<file path="config.mk">
export PLATFORM = sky130hd
export DESIGN_NAME = updown_modn_chain
export DESIGN_NICKNAME = d
export VERILOG_FILES = /design/src/rtl/updown_modn_chain.sv
export SDC_FILE = /design/constraint.sdc
export NUM_CORES = 1
export LEC_CHECK = 0
export CAP_MARGIN = 10
export CORE_MARGIN = 4
export CORE_UTILIZATION = 46
export CTS_CLUSTER_SIZE = 20
export DETAILED_ROUTE_END_ITERATION = 7
export HOLD_SLACK_MARGIN = 0.06
export PLACE_DENSITY = 0.87
export SETUP_SLACK_MARGIN = 0.4
export SLEW_MARGIN = 30
export SYNTH_ARGS = -nofsm -noshare
export SYNTH_HDL_FRONTEND = slang
export SYNTH_SLANG_ARGS = --single-unit
</file>
<file path="constraint.sdc">
create_clock -name clk -period 3 [get_ports clk]
set_clock_uncertainty 0.2 [all_clocks]
set_input_delay 0.45 -clock clk [delete_from_list [all_inputs] [get_ports clk]]
set_output_delay 0.45 -clock clk [all_outputs]
set_load 0.02 [all_outputs]
</file>
<file path="src/rtl/updown_modn_chain.sv">
// Cascaded DIGITS-digit up/down counter, each digit modulo MOD, with wrap/saturate mode,
// terminal-count pulse and zero/max flags. Define UPDOWN_MODN_LOAD_EN to enable the parallel load.
module updown_modn_chain #(
    parameter int MOD    = 10,
    parameter int DIGITS = 2,
    parameter int W      = 4
) (
    input  logic                clk,
    input  logic                rst,
    input  logic                ena,
    input  logic                inc,
    input  logic                dec,
    input  logic                sat,
    input  logic                load,
    input  logic [DIGITS*W-1:0] din,
    output logic [DIGITS*W-1:0] q,
    output logic                tc,
    output logic                zero,
    output logic                max
);

    localparam logic [W-1:0] TOP = W'(MOD - 1);

    logic [W-1:0]    q_reg    [DIGITS];
    logic [W-1:0]    step_val [DIGITS];
    logic [DIGITS:0] carry;
    logic [DIGITS:0] borrow;
    logic [DIGITS-1:0] at_max;
    logic [DIGITS-1:0] at_zero;
    logic            tc_reg;
    logic            step_up;
    logic            step_dn;
    logic            crossing;
    logic            hold_sat;

    assign step_up = ena & inc & ~dec;
    assign step_dn = ena & dec & ~inc;

    assign carry[0]  = step_up;
    assign borrow[0] = step_dn;

    // A carry leaving the top digit is a boundary crossing; in saturate mode nothing moves.
    assign crossing = carry[DIGITS] | borrow[DIGITS];
    assign hold_sat = crossing & sat;

`ifdef UPDOWN_MODN_LOAD_EN
    logic [W-1:0] load_val [DIGITS];
`else
    logic unused_load;
    assign unused_load = load ^ (^din);
`endif

    genvar gi;
    generate
        for (gi = 0; gi < DIGITS; gi++) begin : g_digit
            assign at_max[gi]    = (q_reg[gi] == TOP);
            assign at_zero[gi]   = (q_reg[gi] == '0);
            assign carry[gi+1]   = carry[gi] & at_max[gi];
            assign borrow[gi+1]  = borrow[gi] & at_zero[gi];
            assign q[gi*W +: W]  = q_reg[gi];

            always_comb begin
                step_val[gi] = q_reg[gi];
                if (carry[gi]) begin
                    step_val[gi] = at_max[gi] ? '0 : q_reg[gi] + W'(1);
                end else if (borrow[gi]) begin
                    step_val[gi] = at_zero[gi] ? TOP : q_reg[gi] - W'(1);
                end
            end

`ifdef UPDOWN_MODN_LOAD_EN
            // Out-of-range load fields are clamped per digit, never wrapped.
            assign load_val[gi] = (din[gi*W +: W] > TOP) ? TOP : din[gi*W +: W];

            always_ff @(posedge clk) begin
                if (rst) begin
                    q_reg[gi] <= '0;
                end else if (load) begin
                    q_reg[gi] <= load_val[gi];
                end else if (!hold_sat) begin
                    q_reg[gi] <= step_val[gi];
                end
            end
`else
            always_ff @(posedge clk) begin
                if (rst) begin
                    q_reg[gi] <= '0;
                end else if (!hold_sat) begin
                    q_reg[gi] <= step_val[gi];
                end
            end
`endif
        end
    endgenerate

    always_ff @(posedge clk) begin
        if (rst) begin
            tc_reg <= 1'b0;
`ifdef UPDOWN_MODN_LOAD_EN
        end else if (load) begin
            tc_reg <= 1'b0;
`endif
        end else begin
            tc_reg <= crossing;
        end
    end

    assign tc   = tc_reg;
    assign zero = &at_zero;
    assign max  = &at_max;

endmodule
</file>
==> summary.txt <==
CTS
  – Skew-Pair Late Insertion Delay: between 0.2 and 0.3 ns
  – Clock Tree Buf Depth: 2
  – H-tree Lvls: 1
  – # clock sinks: 9
  – TritonCTS Buffers: 3
  – Cts hold-fix bufs: 0
  – TritonCTS clock tree: yes
  – Root buffer cell: clkbuf_4
  – Clock transition at the registers of the reported paths: about 0.070 ns

Floorplan
  – # IOs: 26
  – Initial Utilization: ~50%
  – Die Wd: 51.6 µm
  – Placeable Area: 0.00176 mm²
  – Die ar.: about 0.0027 mm²
  – DIE HEIGHT: between 50 and 60 µm
  – Std cell rows: 15

Logic synthesis
  – Post-synth top area share: between 20% and 30%
  – Post-Synthesis Mean Instance Area: about 9.4 µm²
  – Synth area leaders: edfxtp_1 (28%), buf_6 (6.4%), xnor2_1 (4.0%), o21ai_0 (3.4%), nand3b_1 (3.4%)
  – Cell Area, Synth: between 800 and 900 µm²
  – Seq cells post-synth: 9
  – Post-Syn Nets: 108
  – Sequential area share after synthesis: 29.8%
  – Yosys warning total: 0
  – Synth Instances: 93
  – Synth cell types: 40
  – Synth area leader: edfxtp_1

Cells and area
  – Nets: about 130
  – Most frequent cells in the layout: clkdlybuf4s50_1 (15), buf_4 (9), edfxtp_1 (8), nor2_1 (7), o21ai_0 (6)
  – Commonest non-fill, non-tap cell in the layout: clkdlybuf4s50_1
  – Max reg flops: 8
  – Layout cell share with drive strength beyond 1: around 20%
  – Area Growth Syn to Fin: 24.4%
  – ANT cells: 0

Worst setup path
  – Crit path launch: q_reg[1][2]$_SDFFCE_PN0P_
  – CP cell instances: nor4_4, and3_1, clkdlybuf4s50_1
  – Crit-path max FO: 3
  – Critical path class: register to output port
  – R2r startpoint: q_reg[0][3]$_SDFFCE_PN0P_
  – Startpoint types: register
  – Arrival time at the worst endpoint: approximately 1.9 ns
  – Worst Setup End Kind: output port
  – Worst path max stage delay: approximately 0.60 ns
  – Slowest CP cell: clkdlybuf4s50_1
  – Worst path required time: between 2 and 2.5 ns

Power
  – PD cells: roughly 400 mW/mm²
  – Worst VDD drop: 0.222 mV
  – LEAKAGE: approximately 0.38 nW

STA
  – # setup viols final: 0
  – Final Hold Fails: 0
  – Hold_ws: about 0.54 ns
  – Max-slew violation count: 0
  – RSZ-0062 raised after global routing: no
  – Worst Max-Slew Pin Slew: around 0.45 ns
  – Final period utilization: 83.4%
  – Relative slew slack: 70.0%
  – Setup total negative slack: 0 ns
  – Min Tclk post-route: roughly 2.5 ns
  – Peak Freq: around 0.4 GHz

Routing
  – Drt first pass iters: 6
  – Drc violations: 0
  – Antenna-violating nets left: 0
  – Initial DRC Count: 21
  – Final Routed Wirelength: between 1500 and 2000 µm
  – Via count: ~800
  – Routed WL per cell: around 14 µm
  – Number of vias per cell: just under 6

Global routing
  – GRT Total Usage: ~16%
  – Antenna violations before repair: 0
  – First-pass GRT wire length: ~3200 µm
  – Total grt overflow: 0
  – Largest net degree at the start of global routing: 13
  – Number of global-route vias before repair: between 700 and 800

Placed design
  – IO buf count: 16
  – Placer Congestion: ~0.78
  – DP HPWL: 1350 µm

Job
  – Max Cap Viol: 0

Run status
  – Status: finished clean

Hold path
  – Min-delay src: q_reg[1][0]$_SDFFCE_PN0P_
  – Hold Path Class: register to register
==> worst max-delay path: cells and delay by family (launching register included) <==
| kind | cells | cell delay [ns] |
|---|---|---|
| simple gates | 2 | 0.54 |
| flops | 1 | 0.44 |
| buf+inv | 1 | 0.60 |
==> what timing repair did <==
item,in CTS,in global routing
gates cloned,0,0
endpoints found under the setup margin,2,1
resized for setup,1,1
buffers inserted,2,1
pin swaps,0,1
==> cell families (layout without fill, tap and decap cells) <==
kind of cell | count (synthesis) | after routing | synth area share, %
DFF | 9 | 9 | 29.8
xor gates and xnor gates | 4 | 4 | 4.01
and+or+nand+nor | 41 | 41 | 32.4
AOI/OAI and AO/OA | 27 | 27 | 23.9
buffers and inverters | 12 | 32 | 9.88
==> path summary, 6_finish.rpt <==
path	end	slack [ns]	cells after the start
worst max register to register	q_reg[1][1]$_SDFFCE_PN0P_	0.84	5
worst max-delay path	zero	0.50	3
worst min-delay path	tc$_SDFF_PP0_	0.54	3
worst min register to register	tc$_SDFF_PP0_	0.54	3
==> area by class of cell <==
cell class                      instances  area, µm²
Fill cell                             160        678
Multi-Input combinational cell         72        529
Sequential cell                         9        260
Timing Repair Buffer                   25        226
Tap cell                               25       31.3
Clock buffer                            3       22.5
Inverter                                3       11.3
Clock inverter                          1       5.00
==> synthesized netlist by cell type <==
cell type and count:
o41ai_1 1, a211o_1 1, nand2_1 5, clkbuf_1 1, a2bb2oi_2 1, and3_1 3, and3b_1 2, nand2b_1 2
inv_1 3, nor2_1 8, o31ai_4 1, or2_2 1, buf_6 5, nand3_1 2, nand3b_1 4, nand4b_1 1
xnor2_1 4, buf_2 3, o21ai_0 6, nor3b_1 1, and2_1 1, nor3b_2 1, a211oi_1 2, a31oi_1 4
nor2b_1 3, nor4_4 1, a21oi_1 3, a311oi_1 2, nor3_1 3, o311ai_0 1, and4bb_4 1, a21boi_0 1
and2_4 1, edfxtp_1 8, nor4b_4 1, o211ai_1 1, a32oi_1 1, a211oi_2 1, a22oi_1 1, dfxtp_1 1
==> stage by stage <==
step / setup WS (ns) / instances / utilization (%) / total power, W / area (µm²)
after floorplan: 0.685 / 93 / - / 0.000290 / 873
after global placement: 0.451 / 131 / 58.7 / 0.000328 / 1030
after detailed placement: 0.433 / 131 / 58.7 / 0.000334 / 1030
after CTS: 0.456 / 137 / 61.0 / 0.000433 / 1080
after global routing: 0.410 / 138 / 61.6 / 0.000462 / 1090
final: 0.497 / 138 / 61.6 / 0.000435 / 1090
==> layer usage <==
metal,share of wire (%),track usage (%)
met2,46,27.5
met1,44,19.2
met3,8.7,3.72
met4,1.4,6.11
met5,0,0
==> power by group <==
group / leakage (nW) / switching [W] / total (W) / internal, W
logic: 0.268 / 0.0000861 / 0.000166 / 0.0000799
clock network: 0.0177 / 0.0000467 / 0.0000959 / 0.0000492
registers: 0.0911 / 0.0000210 / 0.000174 / 0.000153
No activity file was read; power rests on OpenSTA's default activity.
